[src/rtl/paddle_pot_emu.sv]
// Multi-channel paddle potentiometer emulator: per-frame latched positions from
// digital/analog sources, per-channel line counters and registered comparator pulses.
module paddle_pot_emu #(
  parameter int NCH         = 2,
  parameter int PW          = 8,
  parameter int DEFAULT_POS = 114,
  parameter int ACC_HOLD    = 8,
  localparam int SW         = (NCH > 1) ? $clog2(NCH) : 1
) (
  input  logic              clk_sys,
  input  logic              reset_n,
  input  logic              vsync_pulse,
  input  logic              hsync_pulse,
  input  logic              pad_en_n,
  input  logic [SW-1:0]     sel,
  input  logic [3*NCH-1:0]  mode,
  input  logic [2*NCH-1:0]  speed,
  input  logic [NCH-1:0]    dig_left,
  input  logic [NCH-1:0]    dig_right,
  input  logic [PW*NCH-1:0] analog_in,
  output logic [PW*NCH-1:0] pos_out,
  output logic [NCH-1:0]    pad_out_all,
  output logic              pad_out
);

  localparam logic [PW+1:0] ACC_MAX = {2'b00, {PW{1'b1}}};
  localparam logic [PW-1:0] POS_DEF = PW'(DEFAULT_POS);

  logic [PW-1:0] r_pos [NCH];
  logic [NCH-1:0] w_cmp;
  logic           w_sel_cmp;
  logic [NCH-1:0] r_pad_all;
  logic           r_pad;

  for (genvar i = 0; i < NCH; i++) begin : g_ch
    logic [2:0]    w_mode;
    logic [1:0]    w_speed;
    logic          w_l, w_r;
    logic [PW-1:0] w_ana, w_offs, w_src, w_acc_nx, w_cnt_nx;
    logic [3:0]    w_hold_nx;
    logic [PW+1:0] w_step, w_sum;
    logic [3:0]    r_hold;
    logic [PW-1:0] r_acc, r_cnt;

    assign w_mode  = mode[3*i +: 3];
    assign w_speed = speed[2*i +: 2];
    assign w_l     = dig_left[i];
    assign w_r     = dig_right[i];
    assign w_ana   = analog_in[PW*i +: PW];
    assign w_offs  = {~w_ana[PW-1], w_ana[PW-2:0]};
    assign w_sum   = {2'b00, r_acc} + w_step;

    always_comb begin
      w_hold_nx = 4'd0;
      if (w_l ^ w_r) w_hold_nx = (r_hold == 4'd15) ? 4'd15 : r_hold + 4'd1;
      w_step = (PW+2)'(2) << w_speed;
      // Acceleration keys off the hold count this frame will store.
      if (32'(w_hold_nx) >= ACC_HOLD) w_step = w_step << 1;

      w_acc_nx = r_acc;
      if (w_l && !w_r)
        w_acc_nx = (w_sum > ACC_MAX) ? {PW{1'b1}} : w_sum[PW-1:0];
      else if (w_r && !w_l)
        w_acc_nx = ({2'b00, r_acc} < w_step) ? '0 : r_acc - w_step[PW-1:0];

      case (w_mode)
        3'd0:    w_src = w_acc_nx;
        3'd1:    w_src = ~w_offs;
        3'd2:    w_src = w_offs;
        3'd3:    w_src = ~w_ana;
        3'd4:    w_src = w_ana;
        default: w_src = POS_DEF;
      endcase

      w_cnt_nx = r_cnt;
      if (!pad_en_n)                               w_cnt_nx = '0;
      else if (hsync_pulse && r_cnt != {PW{1'b1}}) w_cnt_nx = r_cnt + PW'(1);
    end

    always_ff @(posedge clk_sys or negedge reset_n) begin
      if (!reset_n) begin
        r_hold   <= 4'd0;
        r_acc    <= POS_DEF;
        r_pos[i] <= POS_DEF;
        r_cnt    <= '0;
      end else begin
        r_cnt <= w_cnt_nx;
        if (vsync_pulse) begin
          r_hold   <= w_hold_nx;
          r_pos[i] <= w_src;
          // Outside digital mode the accumulator shadows the latched position.
          r_acc    <= (w_mode == 3'd0) ? w_acc_nx : w_src;
        end
      end
    end

    assign w_cmp[i]             = (r_cnt < r_pos[i]);
    assign pos_out[PW*i +: PW]  = r_pos[i];
  end

  always_comb begin
    w_sel_cmp = w_cmp[0];
    for (int i = 0; i < NCH; i++)
      if (sel == SW'(i)) w_sel_cmp = w_cmp[i];
  end

  always_ff @(posedge clk_sys or negedge reset_n) begin
    if (!reset_n) begin
      r_pad_all <= '0;
      r_pad     <= 1'b0;
    end else begin
      r_pad_all <= w_cmp;
      r_pad     <= w_sel_cmp;
    end
  end

  assign pad_out_all = r_pad_all;
  assign pad_out     = r_pad;

endmodule

[config.mk]
export PLATFORM = sky130hd
export DESIGN_NAME = paddle_pot_emu
export DESIGN_NICKNAME = d
export VERILOG_FILES = /design/src/rtl/paddle_pot_emu.sv
export SDC_FILE = /design/constraint.sdc
export NUM_CORES = 1
export LEC_CHECK = 0
export CAP_MARGIN = 20
export CORE_MARGIN = 5
export CORE_UTILIZATION = 35
export CTS_BUF_LIST = sky130_fd_sc_hd__clkbuf_8
export DETAILED_ROUTE_END_ITERATION = 10
export DONT_BUFFER_PORTS = 1
export PLACE_DENSITY_LB_ADDON = 0.08
export SETUP_SLACK_MARGIN = 0.4
export SLEW_MARGIN = 20
export SYNTH_ARGS = -nofsm -noshare
export SYNTH_HDL_FRONTEND = slang
export SYNTH_SLANG_ARGS = --single-unit
export TNS_END_PERCENT = 30
[constraint.sdc]
create_clock -name clk_sys -period 3.05 [get_ports clk_sys]
set_input_delay 0 -clock clk_sys [delete_from_list [all_inputs] [get_ports clk_sys]]
set_output_delay 0 -clock clk_sys [all_outputs]
set_load 0.01 [all_outputs]
* Word-level counts from Yosys, hierarchy flattened *
Cells that the tools add are included.

word-level totals
  register bits = 59
  input bits = 36

operators by class
  $add $sub $neg = 8
  order comparisons = 8
  equality and inequality tests = 14
  shift-type cells = 2
  muxes and demuxes = 23
  bitwise operators = 8
  reductions and logical operators = 12

operator list
  kind                    number
  $mux W8                 14
  $pmux W8 S5             2
  $not A8 Y8              4
  $add A8 B10 Y10         2
  $gt A10 B8 Y1 const B   2
  $lt A8 B10 Y1           2
  $mux W10                2
  $shl A2 B2 Y10 const A  2
  $add A8 B1 Y8 const B   2
  $lt A8 B8 Y1            2
  $mux W4                 4
  $ne A8 B8 Y1 const B    2
  $sub A8 B8 Y8           2
  $eq A3 B2 Y1 const B    4
  $add A4 B1 Y4 const B   2
  $eq A4 B4 Y1 const B    2
  $ge A4 B4 Y1 const B    2
  $eq A3 B1 Y1 const B    2
  $eq A3 B3 Y1 const B    2
  $logic_and A1 B1 Y1     6
  $logic_not A3 Y1        2
  $logic_not A1 Y1        4
  $ne A2 B1 Y1 const B    2
  $not A1 Y1              2
  other kinds (2)         3

* Logic depth before layout (Yosys ltp) *
  word-level depth = 11
  mapped depth = 14
  depth with buffers taken out = 14

* Least setup slack after synthesis *
OpenSTA, ideal clock, no wires.

  path kind = register -> register
  start point = reg g_ch[1].r_hold[0]
  end point = reg r_pos, in the netlist pos_out[15]
  data arrival time = 2.922 ns
  required time = 2.973 ns
  setup slack = 0.052 ns
  stages on the path, launching flop included = 13
  buffers on the path = 0
  period minus slack after synthesis = 2.998 ns
  cells stage by stage = dfrtp_1 -> ha_1 -> nor3b_1 -> nor3_1 -> xnor2_1 -> nor2_1 -> ha_1 -> o21ba_1 -> o211ai_1 -> nand2_1 -> o311a_1 -> a311o_1 -> o21ai_1

on the way
  cells in the longest elaborated chain, start to end = 10
  elaborated cells between the ends (all ways) = 15
  classes of those cells = add/sub (3); order compare (3); eq/ne (1); mux (8)

RTL lines
  item                                           RTL line  text
  from (decl)                                    42        logic [3:0] r_hold;
  from (signal assigned)                         89        r_hold <= w_hold_nx;
  $add A4 B1 Y4 or $eq A4 B4 Y1 (tied branches)  55        if (w_l ^ w_r) w_hold_nx = (r_hold == 4'd15) ? 4'd15 : r_hold + 4'd1;
  $mux W4 (*) (2 in a row)                       55
  $ge A4 B4 Y1 (*)                               58        if (32'(w_hold_nx) >= ACC_HOLD) w_step = w_step << 1;
  $mux W10 (*)                                   58
  $add A8 B10 Y10 (tied with other cells)        51        assign w_sum = {2'b00, r_acc} + w_step;
  $gt A10 B8 Y1 or $mux W8 (tied branches)       62, 64
  $mux W8, on equally long branches              62, 63
  $mux W8 (*)                                    61        if (w_l && !w_r)
  $pmux W8 S5 (*)                                66        case (w_mode)
  to (signal, indexed assignment)                90        r_pos[i] <= w_src;
  to (decl)                                      29        logic [PW-1:0] r_pos [NCH];

Every way passes the cells marked *; elsewhere a longest branch is shown, timed or not.
A chain may end at the register's enable or synchronous reset.

* Worst setup path after layout *
Same ends and word-level chain as after synthesis.

==> results.yml <==
run_status:
  status: "completed"
clock_tree:
  cts_tree: "done"
  htreeDepth: 3
  clkTransAtPathRegs_ns: 0.07
  numCtsBuffers: 9
  clock_sinks: 59
  cts_buffer_depth: 2
  clock_latency_ns: 0.36
  cts_root_buffer: "clkbuf_8"
power:
  pwr_density_cell_nw_per_um2: 409.4
  p_leak_nw: 2.934
  peakVddDrop_uv: 226.8
  p_total_w: 0.002729
critical_path:
  path_class: "reg2reg"
  crit_required_ns: 3.33
  end_kind: "flip-flop"
  cp-start-kind: "flip-flop"
  cp_data_arrival_time_ns: 3.32
  worstPathMaxFanout: 6
yosys:
  syn_area_per_cell_um2: 8.482
  ys_seq_elements: 59
  ys_top_cells_by_count: "inv_1 (54), nor2_1 (52), ha_1 (48), dfrtp_1 (43), o21ai_0 (41)"
  async_flop_share_pct: 100.0
  yosysWarnings: 0
  seq_area_frac_synth_pct: 30.26
  synth_nets: 669
  synthCells: 583
  yosys.area.top_type_share_pct: 21.76
  synth_top_area_cell: "dfrtp_1"
  synth_ff_type: "dfrtp_1"
  synth_area_um2: 4945
  synth.most_common_cell: "inv_1"
  synth_edf_count: 0
  synth.area.top_cells: "dfrtp_1 (22%), ha_1 (12%), dfstp_2 (8.5%), o21ai_0 (4.1%), inv_1 (4.1%)"
  synth.distinct_cells: 70
sta:
  post-route-period-util_pct: 99.62
  skew_ns: 0.01042
  slew_violations: 0
  max_freq_ghz: 0.3291
  slew_headroom_pct: 51.00
  hold_viol: 0
  tns_ns: 0
  setup-violations-final: 0
  rsz0062_at_grt: "true"
  tightest_slew_ns: 0.7294
  period_minus_slack_ns: 3.038
place:
  dp_hpwl_um: 10990
  placed_cells: 779
  place_area_um2: 5414
  gp_congestion: 0.9032
  port_buffers: 0
routing:
  drc: 0
  firstDrtPassIters: 4
  wl_per_cell_um: 18.90
  totalWireLength_um: 16010
  vias_per_cell: 5.460
  ant_nets: 0
  drtIter0Drc: 266
  dr_total_vias: 4625
floorplan:
  core-area_um2: 13880
  io_pins: 55
  initial_core_util_pct: 35.62
  fp.dieW_um: 128.9
  die_area_um2: 16600
  row_count: 43
  die_y_um: 128.9
worst_hold_path:
  hp-class: "in2reg"
layout:
  drive_gt1_share_pct: 29.24
  design_area_um2: 6665
  layout.nets: 748
  flow.area_growth_from_synthesis_pct: 34.79
  antenna_cells: 0
  utilization_pct: 48.02
  fin_cells: 847
job:
  maxCapViolations: 0
global_routing:
  grt_pass1_wl_um: 25730
  first_global_vias: 4773
  grt_max_degree: 60
  antenna_found_initial: 0
  overflow: 0
  gr-usage-all-layers_pct: 19.64
## kinds of logic (layout without fill, tap and decap cells)
| family | count (synthesis) | count (layout) | share of synthesized area (%) |
|---|---|---|---|
| compound gates | 176 | 176 | 24.11 |
| simple gates | 175 | 175 | 17.43 |
| buf+inv | 76 | 160 | 6.123 |
| flops | 59 | 59 | 30.26 |
| fa+ha+maj | 50 | 50 | 12.96 |
| mux | 24 | 24 | 5.035 |
| xor+xnor | 23 | 23 | 4.074 |
## routing by layer
layer | vias up | global-route usage (%) | wire length (µm)
met2 | 83 | 34.48 | 8182
met3 | 29 | 3.611 | 613
met4 | 0 | 5.930 | 414
met1 | 2256 | 24.47 | 6800
met5 | - | 0 | 0
li1 | 2257 | - | -
## worst max-delay path, cell delays in order (launching register included)
cell and delay (ns):
dfrtp_2 0.45, ha_4 0.19, nor3b_4 0.23, nor3_4 0.09, or3_4 0.37, inv_4 0.09, ha_4 0.13, inv_2 0.04
fa_2 0.38, nor2b_4 0.14, o211ai_1 0.10, a21oi_1 0.18, xnor2_1 0.09, a311o_1 0.38, o21ai_1 0.10
## sequential cells by signal (all words and copies together) (netlist names)
register     flops
g_ch.r_acc      16
g_ch.r_cnt      16
pos_out         16
g_ch.r_hold      8
pad_out_all      2
pad_out          1
## report_power, final
group          internal, W  total, W  switching [W]
Sequential        0.000881   0.00101       0.000126
Combinational     0.000512   0.00101       0.000500
Clock             0.000368  0.000711       0.000342
Total              0.00176   0.00273       0.000968
## worst paths after layout
kind / slack [ns] / startpoint / cells past startpoint / end
hold / removal: 0.03 / vsync_pulse / 3 / g_ch[0].r_acc[2]
setup / recovery: 0.01 / g_ch[1].r_hold[0] / 14 / pos_out[15]
max in group asynchronous: 2.54 / reset_n / 2 / g_ch[1].r_acc[1]
setup reg to reg: 0.01 / g_ch[1].r_hold[0] / 14 / pos_out[15]
hold reg to reg: 0.52 / g_ch[0].r_acc[0] / 2 / g_ch[0].r_acc[0]
min in group asynchronous: 0.16 / reset_n / 2 / g_ch[0].r_acc[7]
## timing repair
action | CTS | global route
endpoints found under the setup margin | 32 | 32
gates resized for setup | 47 | 86
setup buffers | 15 | 3
hold buffers | 34 | 0
hold endpoints to repair | 94 | 0
pin swaps | 35 | 37
## layout by cell type (no fill, tap or decap), types with 9 or more instances in the layout
cell type / count
dfrtp_1: 39
xor2_1: 12
nand3_1: 15
dfstp_2: 16
mux2i_1: 17
nor3_1: 11
inv_1: 48
nand2_1: 36
a21o_1: 9
o21ai_0: 28
dlygate4sd3_1: 33
a211oi_1: 12
ha_4: 11
clkbuf_8: 9
nor2_1: 47
o21ai_1: 10
a21oi_1: 25
buf_4: 49
ha_1: 35
xnor2_1: 9
## stage by stage
stage | setup slack [ns] | hold slack [ns]
detailed placement | -0.2252 | -0.2944
finish | 0.01173 | 0.03070
global placement | -0.1765 | -0.2938
floorplan | 0.2465 | -0.2956
CTS | 0.01521 | 0.002176
global route | -0.1058 | 0.03884
## area by class of cell
class,instances,area [µm²]
clock buffer,9,123.9
multi-input combinational,448,3756
inverter,56,215.2
tap,180,225.2
timing repair buffer,88,782.0
fill,1345,7216
clock inverter,7,61.31
sequential,59,1501
Power figures use the tool's default switching activity.
